### config.mk
export PLATFORM = sky130hd
export DESIGN_NAME = sample_capture
export DESIGN_NICKNAME = d
export VERILOG_FILES = /design/src/rtl/sample_capture.sv
export SDC_FILE = /design/constraint.sdc
export NUM_CORES = 1
export LEC_CHECK = 0
export CORE_ASPECT_RATIO = 1.1
export CORE_MARGIN = 2
export CORE_UTILIZATION = 47
export DETAILED_ROUTE_END_ITERATION = 10
export GPL_TIMING_DRIVEN = 0
export HOLD_SLACK_MARGIN = 0.1
export MAX_ROUTING_LAYER = met4
export PLACE_DENSITY_LB_ADDON = 0.12
export SETUP_SLACK_MARGIN = 0.2
export SLEW_MARGIN = 0
export SYNTH_ARGS = -nofsm -noshare
export SYNTH_HDL_FRONTEND = slang
export SYNTH_SLANG_ARGS = --single-unit
### constraint.sdc
create_clock -name clk -period 5 [get_ports clk]
set_input_delay 0.5 -clock clk [delete_from_list [all_inputs] [get_ports clk]]
set_output_delay 0.5 -clock clk [all_outputs]
set_load 0.05 [all_outputs]
### src/rtl/sample_capture.sv
// Triggered, decimated multi-channel capture engine. Samples land in a
// show-ahead FIFO and stream out over valid/ready with a last marker.
module sample_capture #(
  parameter int CHANNELS = 2,
  parameter int CH_WIDTH = 8,
  parameter int DEPTH    = 16,
  parameter int CNT_W    = 32,
  parameter int DEC_W    = 8
) (
  input  logic                         clk,
  input  logic                         rst_n,
  input  logic [CHANNELS*CH_WIDTH-1:0] sample_in,
  input  logic                         arm,
  input  logic                         abort,
  input  logic [1:0]                   trig_mode,
  input  logic [CHANNELS*CH_WIDTH-1:0] trig_mask,
  input  logic [CHANNELS*CH_WIDTH-1:0] trig_value,
  input  logic [CNT_W-1:0]             total_samples,
  input  logic [DEC_W-1:0]             decim,
  output logic [CHANNELS*CH_WIDTH-1:0] out_data,
  output logic                         out_valid,
  input  logic                         out_ready,
  output logic                         out_last,
  output logic                         busy,
  output logic                         done,
  output logic                         overflow,
  output logic [$clog2(DEPTH):0]       level
);
  localparam int DW = CHANNELS*CH_WIDTH;
  localparam int AW = $clog2(DEPTH);
  localparam int LW = AW + 1;

  typedef enum logic [2:0] {IDLE, ARMED, CAPTURE, DRAIN, DONE} state_t;

  typedef struct packed {
    logic [1:0]       mode;
    logic [DW-1:0]    mask;
    logic [DW-1:0]    value;
    logic [CNT_W-1:0] total;
    logic [DEC_W-1:0] decim;
  } cfg_t;

  state_t           state, state_nxt;
  cfg_t             cfg;
  logic [CNT_W-1:0] cap_cnt;
  logic [DEC_W-1:0] dec_cnt;
  logic             prev_match;

  logic [DW:0]      mem [DEPTH];
  logic [AW-1:0]    wr_ptr, rd_ptr;
  logic [DW:0]      head;

  logic             idle_like, arm_go, flush, take, take_last, full, push, pop;
  logic             match, trig_fire;
  logic [DW-1:0]    eff_mask, eff_value;
  logic [CHANNELS-1:0] ch_match;

  // Outside a run the live match pattern feeds prev_match, so an edge
  // trigger sees the true pre-arm match level on its first ARMED cycle.
  assign idle_like = (state == IDLE) || (state == DONE);
  assign eff_mask  = idle_like ? trig_mask  : cfg.mask;
  assign eff_value = idle_like ? trig_value : cfg.value;

  for (genvar k = 0; k < CHANNELS; k++) begin : g_ch
    assign ch_match[k] = ((sample_in[k*CH_WIDTH +: CH_WIDTH] ^ eff_value[k*CH_WIDTH +: CH_WIDTH])
                          & eff_mask[k*CH_WIDTH +: CH_WIDTH]) == '0;
  end
  assign match = &ch_match;

  always_comb begin
    case (cfg.mode)
      2'd1:    trig_fire = match;
      2'd2:    trig_fire = match & ~prev_match;
      default: trig_fire = 1'b1;
    endcase
  end

  assign arm_go    = !abort && arm && idle_like;
  assign flush     = abort || arm_go;
  assign take      = !abort && (((state == ARMED) && trig_fire) || ((state == CAPTURE) && (dec_cnt == '0)));
  assign take_last = (cap_cnt + CNT_W'(1)) == cfg.total;
  // Overflow is judged on pre-pop occupancy.
  assign full      = level == LW'(DEPTH);
  assign push      = take && !full;
  assign out_valid = level != '0;
  assign pop       = out_valid && out_ready;
  assign head      = mem[rd_ptr];
  assign out_data  = out_valid ? head[DW-1:0] : '0;
  assign out_last  = out_valid & head[DW];

  always_ff @(posedge clk) begin
    if (!rst_n) state <= IDLE;
    else        state <= state_nxt;
  end

  always_comb begin
    state_nxt = state;
    if (abort) state_nxt = IDLE;
    else begin
      case (state)
        IDLE, DONE: if (arm) state_nxt = (total_samples == '0) ? DONE : ARMED;
        ARMED:      if (trig_fire) state_nxt = take_last ? DRAIN : CAPTURE;
        CAPTURE:    if (take && take_last) state_nxt = DRAIN;
        DRAIN:      if (level == '0) state_nxt = DONE;
        default:    state_nxt = IDLE;
      endcase
    end
  end

  always_comb begin
    busy = (state == ARMED) || (state == CAPTURE) || (state == DRAIN);
    done = (state == DONE);
  end

  always_ff @(posedge clk) begin
    if (!rst_n) begin
      cfg        <= '0;
      cap_cnt    <= '0;
      dec_cnt    <= '0;
      prev_match <= 1'b0;
      overflow   <= 1'b0;
      wr_ptr     <= '0;
      rd_ptr     <= '0;
      level      <= '0;
    end else begin
      prev_match <= match;
      if (arm_go) begin
        cfg      <= '{mode: trig_mode, mask: trig_mask, value: trig_value,
                      total: total_samples, decim: decim};
        overflow <= 1'b0;
        cap_cnt  <= '0;
      end
      if (take) begin
        cap_cnt <= cap_cnt + CNT_W'(1);
        dec_cnt <= cfg.decim;
        if (full) overflow <= 1'b1;
      end else if (state == CAPTURE) begin
        dec_cnt <= dec_cnt - DEC_W'(1);
      end
      if (flush) begin
        wr_ptr <= '0;
        rd_ptr <= '0;
        level  <= '0;
      end else begin
        if (push) wr_ptr <= wr_ptr + AW'(1);
        if (pop)  rd_ptr <= rd_ptr + AW'(1);
        level <= level + LW'(push) - LW'(pop);
      end
    end
  end

  always_ff @(posedge clk) begin
    if (push) mem[wr_ptr] <= {take_last, sample_in};
  end

endmodule

==> flow_summary.yaml, run 1 <==
floorplan:
  num_rows: 74
  ios: 121
  start_util: 0.479
  coreArea_um2: 37300
  dieArea_um2: 39600
  die_h_um: 208
  chipWidth_um: 190
min_path:
  hp-class: "flip-flop to flip-flop"
  min_to: "cfg[58]$_SDFFE_PN0P_"
  min_from: "cfg[58]$_SDFFE_PN0P_"
  min_path_cells: 2
placed_design:
  dp.cells: 1993
  finalWeightedCongestion: 0.874
  hpwl_mm: 32.8
  portBuffers: 119
  post_dp_cell_area_um2: 20100
power:
  cellPowerDensity_nw_per_um2: 326
  peakVddDrop_mv: 0.266
  p_clk_frac: 0.430
  p_int_mw: 5.48
  swShare: 0.214
  seq_power_share: 0.522
  p_comb_frac: 0.048
  power_switching_mw: 1.49
  p_leak_nw: 7.01
clock_network:
  cts_root_buffer: "clkbuf_16"
  worstSkewPairLatency_ps: 540
  cts_made_buffers: 41
  clock-sinks: 408
  cts_max_level: 2
  clk_pin_slew_ps: 60
  clockBufferDepth: 3
  cts_setup_buffers: 0
  cts_tree: "built"
timing:
  fin_skew_ps: 10.8
  period_needed_ps: 4620
  min_period_over_period: 0.925
  relSlewSlack: 0.106
  hold_viol: 0
  whs_ps: 454
  tns_ps: 0
  max_freq_ghz: 0.216
  rsz0062_at_grt: "true"
  setup_viol: 0
  worstMarginPinSlew_ps: 1320
  slew_viol_final: 0
worst_setup_path:
  reg2reg_from: "state[0]$_SDFFE_PP0P_"
  rrSetupSlack_ps: 570
  start_kind: "input pin"
  critPathKind: "input pin to flip-flop"
  end_kind: "flip-flop"
  ff2ff_path_depth: 17
  crit_fanout: 18
  cp_data_required_time_ps: 5460
  r2r-end: "level[4]$_SDFF_PP0_"
  critPathArrivalTime_ps: 5090
synth:
  synthFlopType: "edfxtp_1"
  postSynthAreaPerCell_um2: 13.1
  ys_warn_count: 0
  syn-num-nets: 1472
  synth_top_cell_by_area: "edfxtp_1"
  synth_top_area_share: 0.457
  ys_ff_latch: 408
  synth-async-reset-ratio: 0
  yosysUniqueCellTypes: 63
  synth_edf_count: 272
  synth_seq_area_share: 0.610
  synth_cells: 1361
  synth_area_um2: 17900
  synth_area_leaders: "edfxtp_1 (46%), dfxtp_1 (15%), mux4_2 (11%), nand2_1 (4.2%), a21oi_1 (2.7%)"
global_route:
  antenna_found_initial: 0
  grt_max_degree: 19
  track_usage: 0.244
  grt_pass1_wl_mm: 70.3
  grt_overflow_total: 0
  grt_pass1_vias: 11684
detailed_routing:
  drcViolationCount: 0
  vias: 11647
  avgViaCountPerCell: 5.63
  wl_per_cell_um: 22.3
  drt-pass1-iter-count: 5
  drtIter0Drc: 925
  routed_wl_mm: 46.1
  drtAntennaViolNets: 0
layout:
  diodes: 0
  drive_gt1_frac: 0.133
  nNetsFinal: 1653
  final_cells: 2068
  multiInputGateArea_um2: 6570
  fin_util: 0.574
  area_delta_synth_final_pct: 19.9
  seqCellArea_um2: 10900
  n_fill_cell: 3028
  finalInstanceArea_um2: 21400
outcome:
  outcome: "completed"
flow_run:
  maxCapViolCount: 0
==> how the worst max path moves through the flow <==
stage	cells after the start	slack [ps]	to	start
after floorplan	10	910	mem[0][0]$_DFFE_PP_	state[0]$_SDFFE_PP0P_
after global placement	9	-1730	mem[2][6]$_DFFE_PP_	sample_in[2]
after detailed placement	16	-520	level[4]$_SDFF_PP0_	sample_in[2]
after CTS	16	200	level[4]$_SDFF_PP0_	sample_in[8]
after global routing	16	180	level[4]$_SDFF_PP0_	sample_in[4]
final	16	380	level[4]$_SDFF_PP0_	sample_in[5]
==> metrics by stage <==
stage / setup WS [ps] / power [mW]
CTS: 203 / 7.03
detailed placement: -524 / 4.05
floorplan: 906 / 3.86
global route: 176 / 7.19
global placement: -1730 / 4.04
finish: 376 / 6.97
==> sequential cells by signal, summed over array words and instances, names as in the netlist, named ones only <==
name,cells
cap_cnt,32
cfg,74
dec_cnt,8
level,5
mem,272
overflow,1
prev_match,1
rd_ptr,4
state,3
wr_ptr,4
==> logic make-up after synthesis <==
kind of cell	count (synthesis)	share of synthesized area
compound gates	188	0.0694
buf+inv	112	0.0256
xor+xnor	91	0.0446
simple gates	431	0.115
fa+ha+maj	16	0.0116
flops	408	0.610
mux	115	0.124
==> per-layer routing <==
layer	GRT usage	wire [um]	vias up
li1	-	-	5431
met4	0.0529	914	0
met2	0.429	24300	331
met5	-	0	-
met1	0.304	18700	5827
met3	0.0277	2160	58
==> layout make-up <==
class | instances | share of cell area
clock inverter | 25 | 0.0108
inverter | 33 | 0.00579
timing repair buffer | 138 | 0.0735
sequential | 408 | 0.509
clock buffer | 50 | 0.0495
tap | 494 | 0.0289
buffer | 79 | 0.0161
multi-input combinational | 841 | 0.307
==> layout by cell type (no fill, tap or decap), types with 33 or more instances in the layout <==
cell	netlist	final
a21oi_1	96	96
clkbuf_1	58	65
clkbuf_16	0	41
clkdlybuf4s50_1	0	103
dfxtp_1	136	136
edfxtp_1	272	272
inv_1	33	33
mux4_2	85	85
nand2_1	201	201
nor2_1	65	53
xnor2_1	38	38
xor2_1	53	53
==> critical path: stages <==
cell           delay, ps
dlygate4sd2_1        670
xor2_1               160
a22oi_1              330
nand4_1              220
nor4b_1              490
o21ai_2              360
a211oi_4             520
inv_1                140
ha_1                 310
inv_1                 40
ha_1                 200
fa_1                 410
a21oi_1              160
nor2_1                70
or3_1                350
a21oi_1              140
==> cell usage after synthesis, drive strengths merged, types with 7 or more instances <==
cell type and instances:
a21boi 17, nand2b 9, and4 14, o21ai 18, and3 13, nor3 20
nand2 202, inv 33, xor2 53, nand4 18, dfxtp 136, edfxtp 272
mux2i 29, nand3 23, or3 7, nor4 18, clkbuf 58, a221o 8
nor2 65, a21oi 97, and2 24, buf 21, mux4 85, a22oi 16
ha 15, xnor2 38
==> what timing repair did <==
item / 4_1_cts / 5_1_grt
gates resized for setup: 12 / 20
endpoints found under the setup margin: 18 / 10
pin swaps: 0 / 0
hold buffers: 0 / 0
==> power by group through the flow <==
stage          clock network (mW)  logic (mW)  registers, mW
6_report                     3.00       0.332           3.64
5_1_grt                      3.18       0.364           3.64
4_1_cts                      3.05       0.334           3.64
3_5_place_dp                    0       0.334           3.71
3_3_place_gp                    0       0.329           3.71
2_1_floorplan                   0       0.149           3.71
(Power assumes the default switching activity.)
==> run 2: changes to the inputs <==
--- a/config.mk
+++ b/config.mk
@@ -15,5 +15,5 @@
 export PLACE_DENSITY_LB_ADDON = 0.12
 export SETUP_SLACK_MARGIN = 0.2
-export SLEW_MARGIN = 0
+export SLEW_MARGIN = 10
 export SYNTH_ARGS = -nofsm -noshare
 export SYNTH_HDL_FRONTEND = slang
==> constraint.sdc (replaced) <==
create_clock -name clk -period 5 [get_ports clk]
set_input_delay 1.25 -clock clk [delete_from_list [all_inputs] [get_ports clk]]
set_output_delay 1.25 -clock clk [all_outputs]
set_load 0.05 [all_outputs]
==> run 2 against run 1 <==
Against the previous run: maximum frequency fell by 2.9%; non-clock buffer count fell by 1; via count barely moved; worst setup slack got worse by 140 ps; worst hold slack improved by 0.57 ps; cell count barely moved; sequential power barely moved; utilization fell by 0.40 points; critical path depth did not move; combinational power barely moved; first-iteration DRC count fell by 7.2%; critical path type unchanged; critical endpoint unchanged; largest power group unchanged.
==> flow_summary.yaml, run 2 (synthesis results as in run 1) <==
timing:
  hold_viol: 0
  relSlewSlack: 0.327
  slew_viol_final: 0
  whs_ps: 455
  setup_viol: 0
  setup_ws_ps: 239
  fin_skew_ps: 16.5
  max_freq_ghz: 0.210
  worstMarginPinSlew_ps: 1000
  rsz0062_at_grt: "true"
  min_period_over_period: 0.952
  period_needed_ps: 4760
power:
  p_leak_nw: 7.00
  total_power_mw: 6.84
  cellPowerDensity_nw_per_um2: 322
  peakVddDrop_mv: 0.261
outcome:
  outcome: "completed"
layout:
  mostFrequentLayoutCells: "edfxtp_1 (272), nand2_1 (201), dfxtp_1 (136), a21oi_1 (96), clkdlybuf4s50_1 (86)"
  n_fill_cell: 3049
  drive_gt1_frac: 0.146
  area_delta_synth_final_pct: 19.0
  largest_reg_flops: 272
  regMostFlops: "mem"
  diodes: 0
  final_common_cell: "edfxtp_1"
  nNetsFinal: 1653
  biggestRegsByFlops: "mem (272), cfg (74), cap_cnt (32)"
detailed_routing:
  highest_layer: "met4"
  drtAntennaViolNets: 0
  avgViaCountPerCell: 5.63
  wl_per_cell_um: 22.3
  met2_length_mm: 23.8
  drtIter0Drc: 858
  routed_wl_mm: 46.0
  route.met3.wl_mm: 2.30
  drcViolationCount: 0
  vias: 11649
  wl_met1_mm: 18.6
  drt-pass1-iter-count: 5
worst_setup_path:
  start_kind: "input pin"
  end_kind: "flip-flop"
  crit_fanout: 8
  critPathArrivalTime_ps: 5220
  cp_data_required_time_ps: 5460
  cp_num_buf_inv: 3
  critPathKind: "input pin to flip-flop"
  crit_slowest_cell: "clkdlybuf4s50_1"
  slowest_delay_ps: 500
  crit_chain: "clkdlybuf4s50_1, xor2_1, a22oi_1, nand4_1, nor4b_2, o21ai_4, a211oi_4, inv_1, ha_1, inv_1, ha_1, fa_1, a21oi_1, nor2_1, or3_1, a21oi_1"
  critPathTopFamily: "compound AO/OA/AOI/OAI gates"
clock_network:
  cts_made_buffers: 42
  cts_hold_buf: 0
  cts_root_buffer: "clkbuf_16"
  clk_pin_slew_ps: 60
  clock-sinks: 408
  cts_tree: "built"
  worstSkewPairLatency_ps: 550
  clockBufferDepth: 3
  cts_max_level: 2
floorplan:
  coreArea_um2: 37300
  start_util: 0.479
  ios: 121
  die_h_um: 208
  dieArea_um2: 39600
  num_rows: 74
  chipWidth_um: 190
min_path:
  hp-class: "flip-flop to flip-flop"
global_route:
  track_usage: 0.243
  antenna_found_initial: 0
  grt_pass1_vias: 11595
  grt_max_degree: 19
  grt_overflow_total: 0
  grt_pass1_wl_mm: 69.7
placed_design:
  portBuffers: 119
  hpwl_mm: 32.5
  finalWeightedCongestion: 0.874
  dp_worst_setup_slack_ps: -1260
flow_run:
  maxCapViolCount: 0
run 2: cell count changes in the layout (fill, tap and decap cells not counted), sizes merged, moves of 4 or more:
cell / before / now
bufinv: 4 / 0
clkbuf: 109 / 123
clkdlybuf4s15: 1 / 13
clkdlybuf4s50: 103 / 86
dlygate4sd2: 5 / 16
dlymetal6s2s: 10 / 1
run 2: what timing repair did:
action | CTS | global route
setup buffers | 1 | 0
pin swaps | 1 | 0
resized for setup | 85 | 9
endpoints found under the setup margin | 293 | 2
run 2: worst paths after layout:
check	start	to	slack (ps)	depth (start not counted)
hold / removal	cfg[5]$_SDFFE_PN0P_	cfg[5]$_SDFFE_PN0P_	450	2
setup reg to reg	state[0]$_SDFFE_PP0P_	level[4]$_SDFF_PP0_	770	17
setup / recovery	trig_value[6]	level[4]$_SDFF_PP0_	240	16
hold reg to reg	cfg[5]$_SDFFE_PN0P_	cfg[5]$_SDFFE_PN0P_	450	2
run 2: area by class of cell:
cell class	count	area, um^2	share of cell area
Sequential cell	408	10900	0.512
Tap cell	494	618	0.0291
Clock inverter	16	80.1	0.00377
Timing Repair Buffer	137	1410	0.0665
Buffer	79	365	0.0172
Clock buffer	61	1150	0.0543
Multi-Input combinational cell	841	6610	0.311
Inverter	33	124	0.00583
run 2: layer usage:
metal  GRT usage  up-vias
li1            -     5431
met1       0.297     5811
met2       0.417      325
met3      0.0356       82
met4      0.0732        0
met5           -        -
run 2: tightest hold or removal path, cell delays in order, from the launching register on:
cell,delay (ps)
dfxtp_1,310
nand2_1,50
a21oi_1,50
run 2: power breakdown:
| part | switching, mW | total [mW] | internal [mW] | leakage (nW) |
|---|---|---|---|---|
| Clock | 1.27 | 2.87 | 1.60 | 0.606 |
| Sequential | 0.0214 | 3.64 | 3.62 | 3.52 |
| Combinational | 0.194 | 0.331 | 0.137 | 2.87 |
| Total | 1.48 | 6.84 | 5.36 | 7.00 |
run 2: stage by stage:
step	instance area [um^2]	setup TNS [ps]	std cells	utilization
3_3_place_gp	19700	-487140	1974	0.527
2_1_floorplan	17900	0	1361	-
3_5_place_dp	20000	-186770	1991	0.536
4_1_cts	21300	0	2069	0.570
6_report	21300	0	2069	0.570
5_1_grt	21300	0	2069	0.570
==> variant 1, RTL diff (config.mk and constraints of run 2) <==
Put one more register stage on the output `level`, with the module's reset. The value now appears one clock later. The other outputs are not delayed to match. Comments in the files are not updated.
--- a/src/rtl/sample_capture.sv
+++ b/src/rtl/sample_capture.sv
@@ -40,6 +40,8 @@
     logic [DEC_W-1:0] decim;
   } cfg_t;
 
+  logic [$clog2(DEPTH):0] level_s0;
+
   state_t           state, state_nxt;
   cfg_t             cfg;
   logic [CNT_W-1:0] cap_cnt;
@@ -80,9 +82,9 @@
   assign take      = !abort && (((state == ARMED) && trig_fire) || ((state == CAPTURE) && (dec_cnt == '0)));
   assign take_last = (cap_cnt + CNT_W'(1)) == cfg.total;
   // Overflow is judged on pre-pop occupancy.
-  assign full      = level == LW'(DEPTH);
+  assign full      = level_s0 == LW'(DEPTH);
   assign push      = take && !full;
-  assign out_valid = level != '0;
+  assign out_valid = level_s0 != '0;
   assign pop       = out_valid && out_ready;
   assign head      = mem[rd_ptr];
   assign out_data  = out_valid ? head[DW-1:0] : '0;
@@ -101,7 +103,7 @@
         IDLE, DONE: if (arm) state_nxt = (total_samples == '0) ? DONE : ARMED;
         ARMED:      if (trig_fire) state_nxt = take_last ? DRAIN : CAPTURE;
         CAPTURE:    if (take && take_last) state_nxt = DRAIN;
-        DRAIN:      if (level == '0) state_nxt = DONE;
+        DRAIN:      if (level_s0 == '0) state_nxt = DONE;
         default:    state_nxt = IDLE;
       endcase
     end
@@ -121,7 +123,7 @@
       overflow   <= 1'b0;
       wr_ptr     <= '0;
       rd_ptr     <= '0;
-      level      <= '0;
+      level_s0   <= '0;
     end else begin
       prev_match <= match;
       if (arm_go) begin
@@ -140,11 +142,11 @@
       if (flush) begin
         wr_ptr <= '0;
         rd_ptr <= '0;
-        level  <= '0;
+        level_s0 <= '0;
       end else begin
         if (push) wr_ptr <= wr_ptr + AW'(1);
         if (pop)  rd_ptr <= rd_ptr + AW'(1);
-        level <= level + LW'(push) - LW'(pop);
+        level_s0 <= level_s0 + LW'(push) - LW'(pop);
       end
     end
   end
@@ -153,5 +155,13 @@
     if (push) mem[wr_ptr] <= {take_last, sample_in};
   end
 
+  always_ff @(posedge clk) begin
+    if (!rst_n) begin
+      level <= '0;
+    end else begin
+      level <= level_s0;
+    end
+  end
+
 endmodule
 
Behaviour: not the same (a bounded check fails within 4 cycles, from zero or initial values and one cycle with rst_n low).
==> variant 1 against run 2 <==
  * Largest power group unchanged
  * Synthesized area up 0.33%
  * Critical path depth down 10
  * Register-to-register slack better by 0.17 ns
  * Power up 2.9%
  * Utilization down 0.67 points
  * Cell area up 0.40%
  * Wire length up 1.8%
  * Largest cell class unchanged
  * Combinational power up 13%
  * Sequential cell count up 5
  * Setup slack better by 0.12 ns
  * Non-clock buffer count up 13
  * Final cell count up 1.3%
==> variant 1: results (changes against run 2) <==
IO Port Bufs 120 (was 119); multiplexer share of the synthesized area 11.0% (was 12.4%); Logic inverters 28 (was 33); Leak 0.00702 uW (was 0.00700 uW); share of cells above drive strength 1 15.0% (was 14.6%); met2 WL 23.7 mm (was 23.8 mm); Worst EP arrival 3.39 ns (was 5.22 ns); initial antenna violation count 0 (unchanged); sequential share of the synthesized area 61.3% (was 61.0%); fin cells 2096 (was 2069); Seq area share 51.5% (was 51.2%); Nets 1675 (was 1653); post-cts resize count 67 (was 85); path depth of the worst reg2reg path 18 (was 17); fraction of area in multi-input gates 30.4% (was 31.1%); WL final 46.9 mm (was 46.0 mm); starting DRC count in detailed routing 899 (was 858); Tot GR Track Use 24.7% (was 24.3%); count of cell types in the netlist 69 (was 63); Area contributors post-synth edfxtp_1 (46%), dfxtp_1 (16%), mux4_2 (11%) (was edfxtp_1 (46%), dfxtp_1 (15%), mux4_2 (11%)); status finished clean (unchanged); Mapped Avg Cell Area 13.0 sq um (was 13.1 sq um); Mapped Nets 1489 (was 1472); Hold WS 0.455 ns (about the same); Compound-Gate Fraction of Synth Area 6.60% (was 6.94%); fillcell total 3239 (was 3049); post-place setup slack -1.47 ns (was -1.26 ns); routed length on met3 2.26 mm (was 2.30 mm); final-layout clock-cell area share 6.02% (was 5.80%); met1 usage 28.9% (was 29.7%); Clock buffer cells 52 (was 61); normalized max-slew margin 26.9% (was 32.7%); vias after detailed routing 11900 (was 11600); Multi-input comb cells 850 (was 841); RR Startpoint state[1] (was state[0]); Non-Clock Buffer Area Fraction 8.63% (was 8.37%); met3 usage 3.51% (was 3.56%); Crit path max-delay family buffers and inverters (was compound AO/OA/AOI/OAI gates); Largest stage delay, worst path 0.69 ns (was 0.50 ns); post-synthesis adder-cell area fraction 1.16% (about the same); dpl hpwl 33.8 mm (was 32.5 mm); Metal-1 WL 18.4 mm (was 18.6 mm); clock skew 0.0148 ns (was 0.0165 ns); FF/Latch Area 11000 sq um (was 10900 sq um); CP Max Fanout 10 (was 8); placed instance area 20100 sq um (was 20000 sq um); Setup Fix Bufs, Post-CTS 2 (was 1); XOR/XNOR Fraction of Synth Area 4.20% (was 4.46%); number of non-clock buffers 229 (was 216); first-pass GRT wire length 70.7 mm (was 69.7 mm); HP Start cfg[58] (was cfg[5]); Worst R2R Setup Slack 0.94 ns (was 0.77 ns); GPL Wtd Cong 0.937 (was 0.874); Global Route met2 Usage 41.6% (was 41.7%); Hold WC Path Type register to register (unchanged); H-tree depth 2 (unchanged)
==> variant 1: cell count changes in the layout (fill, tap and decap cells not counted), sizes merged, moves of 9 or more <==
cell,change
a21boi,-16
a31oi,+19
and2,-19
and4,-13
buf,+20
clkdlybuf4s15,-11
mux2i,-25
nand2,-9
nand3,+39
nand4,+9
nor2,-13
nor2b,+18
or3,+14
==> variant 1: how the worst max path moves through the flow <==
stage,slack [ns],end,cells after the start,startpoint
floorplan,0.50,level_s0[4],17,sample_in[1]
detailed placement,-1.47,level_s0[4],18,sample_in[1]
global route,0.18,level_s0[4],18,sample_in[1]
global placement,-2.51,mem[3][9],10,sample_in[1]
CTS,0.04,level_s0[4],18,sample_in[1]
finish,0.36,out_last,6,register
==> variant 1: power breakdown <==
part           total, uW  switching [uW]  leakage, uW  internal [uW]
logic                375             228      0.00278            146
registers           3690            25.7      0.00361           3670
clock network       2980            1300     0.000628           1680
total               7040            1550      0.00702           5490
==> variant 2, RTL diff (config.mk and constraints of run 2) <==
Without the edit above. Change the parameter `CNT_W` from 32 to 40.
--- a/src/rtl/sample_capture.sv
+++ b/src/rtl/sample_capture.sv
@@ -4,7 +4,7 @@
   parameter int CHANNELS = 2,
   parameter int CH_WIDTH = 8,
   parameter int DEPTH    = 16,
-  parameter int CNT_W    = 32,
+  parameter int CNT_W    = 40,
   parameter int DEC_W    = 8
 ) (
   input  logic                         clk,
Ports: changed (resized total_samples); port bits go from 121 to 129. The function was not compared with the original's and may differ.
==> variant 2 against run 2 <==
  * Largest power group unchanged
  * Setup slack better by 0.13 ns
  * Utilization down 0.69 points
  * Sequential cell count up 16
  * Final cell count up 9.5%
  * Cell area up 6.1%
  * Power up 6.9%
  * Synthesized area up 6.5%
  * Wire length up 11%
==> variant 2: results (changes against run 2) <==
status finished clean (unchanged); RR Startpoint state[1] (was state[0]); sequential share of the synthesized area 59.0% (was 61.0%); met2 WL 27.1 mm (was 23.8 mm); Area contributors post-synth edfxtp_1 (43%), dfxtp_1 (16%), mux4_2 (10%) (was edfxtp_1 (46%), dfxtp_1 (15%), mux4_2 (11%)); routed length on met3 2.32 mm (was 2.30 mm); starting DRC count in detailed routing 1132 (was 858); share of cells above drive strength 1 14.9% (was 14.6%); number of diodes 0 (unchanged); dpl hpwl 37.1 mm (was 32.5 mm); WL final 51.2 mm (was 46.0 mm); asr flop ratio synth 0% (unchanged); Crit path max-delay family simple AND/OR/NAND/NOR gates (was compound AO/OA/AOI/OAI gates); Comb. pwr 471 uW (was 331 uW); vias after detailed routing 12900 (was 11600); CTS max path bufs 3 (unchanged); Mapped Nets 1648 (was 1472); Metal-1 WL 20.0 mm (was 18.6 mm); Setup crit start trig_value[4] (was trig_value[6]); count of cell types in the netlist 81 (was 63); clock skew 0.0208 ns (was 0.0165 ns); VDD IR max 0.232 mV (was 0.261 mV); Post-synth top cells edfxtp_1 (272), nand2_1 (217), dfxtp_1 (152), a21oi_1 (109), nor2_1 (98) (was edfxtp_1 (272), nand2_1 (201), dfxtp_1 (136), a21oi_1 (96), mux4_2 (85)); GPL Wtd Cong 0.950 (was 0.874); power in the clock group 3050 uW (was 2870 uW); Sw Share 22.8% (was 21.7%); CP endpoint level[4] (unchanged); cts bufs inserted 43 (was 42); met3 usage 2.82% (was 3.56%); Worst R2R Setup Slack 0.94 ns (was 0.77 ns); Nets 1841 (was 1653); biggest regs mem: 272 flops, cfg: 82 flops, cap_cnt: 40 flops (was mem: 272 flops, cfg: 74 flops, cap_cnt: 32 flops); normalized max-slew margin 22.2% (was 32.7%); Global Route met2 Usage 45.3% (was 41.7%); FMAX 0.216 GHz (was 0.210 GHz); Comb pwr share 6.4% (was 4.8%); post-place setup slack -0.853 ns (was -1.26 ns); clock latency on the worst-skew pair 0.57 ns (was 0.55 ns); met1 usage 29.7% (about the same); CP Max Fanout 7 (was 8); Worst EP arrival 5.13 ns (was 5.22 ns); IO Port Bufs 128 (was 119); H-tree depth 2 (unchanged); top cell type's share of synthesized area 43.0% (was 45.7%); first-pass GRT wire length 77.8 mm (was 69.7 mm); Setup Fix Bufs, Post-CTS 0 (was 1); path depth of the worst reg2reg path 19 (was 17); Tot GR Track Use 25.4% (was 24.3%); Leak 0.00755 uW (was 0.00700 uW)
-- variant 2: cell types whose count changed after synthesis, moves of 12 or more --
cell,run 2,this run
buf_2,2,17
nor2b_1,1,25
mux2i_1,29,11
nand2_1,201,217
and2_1,24,6
inv_1,33,21
nor2_1,65,98
a21boi_0,17,0
o21ai_0,17,38
dfxtp_1,136,152
o31ai_1,1,20
a21oi_1,96,109
-- variant 2: cell families after synthesis --
kind of cell	count (synthesis)	synth area share, %
AND/OR/NAND/NOR	530	14.0
flip-flops	424	59.0
AO/OA/AOI/OAI	244	7.86
buffers and inverters	119	2.79
XOR/XNOR	100	4.61
multiplexers	96	10.6
adder cells (fa/ha/maj)	16	1.09
-- variant 2: timing repair --
action | CTS | global route
setup endpoints to repair | 184 | 31
resized for setup | 56 | 28
hold buffers | 0 | 0
-- variant 2: final cells by class --
type                            instances  area [sq um]
Fill cell                            3414         17500
Timing Repair Buffer                  148          1500
Clock inverter                         12           113
Sequential cell                       424         11200
Clock buffer                           64          1180
Multi-Input combinational cell        986          7330
Buffer                                 98           499
Tap cell                              513           642
Inverter                               21          78.8
-- variant 2: through the flow --
step	std cells	cell area, sq um	setup TNS [ns]
finish	2266	22600	0
global route	2266	22600	0
CTS	2266	22600	0
detailed placement	2190	21300	-111.52
global placement	2170	20900	-402.61
floorplan	1529	19000	0
-- variant 2: how the worst min path moves through the flow --
stage / start / to / slack, ns / cells past startpoint
6_report: cfg[76] / cfg[76] / 0.46 / 2
5_1_grt: cfg[71] / cfg[71] / 0.48 / 2
4_1_cts: cfg[71] / cfg[71] / 0.46 / 2
3_5_place_dp: cfg[71] / cfg[71] / 0.45 / 2
3_3_place_gp: cfg[68] / cfg[68] / 0.44 / 2
2_1_floorplan: cfg[1] / cfg[1] / 0.44 / 2
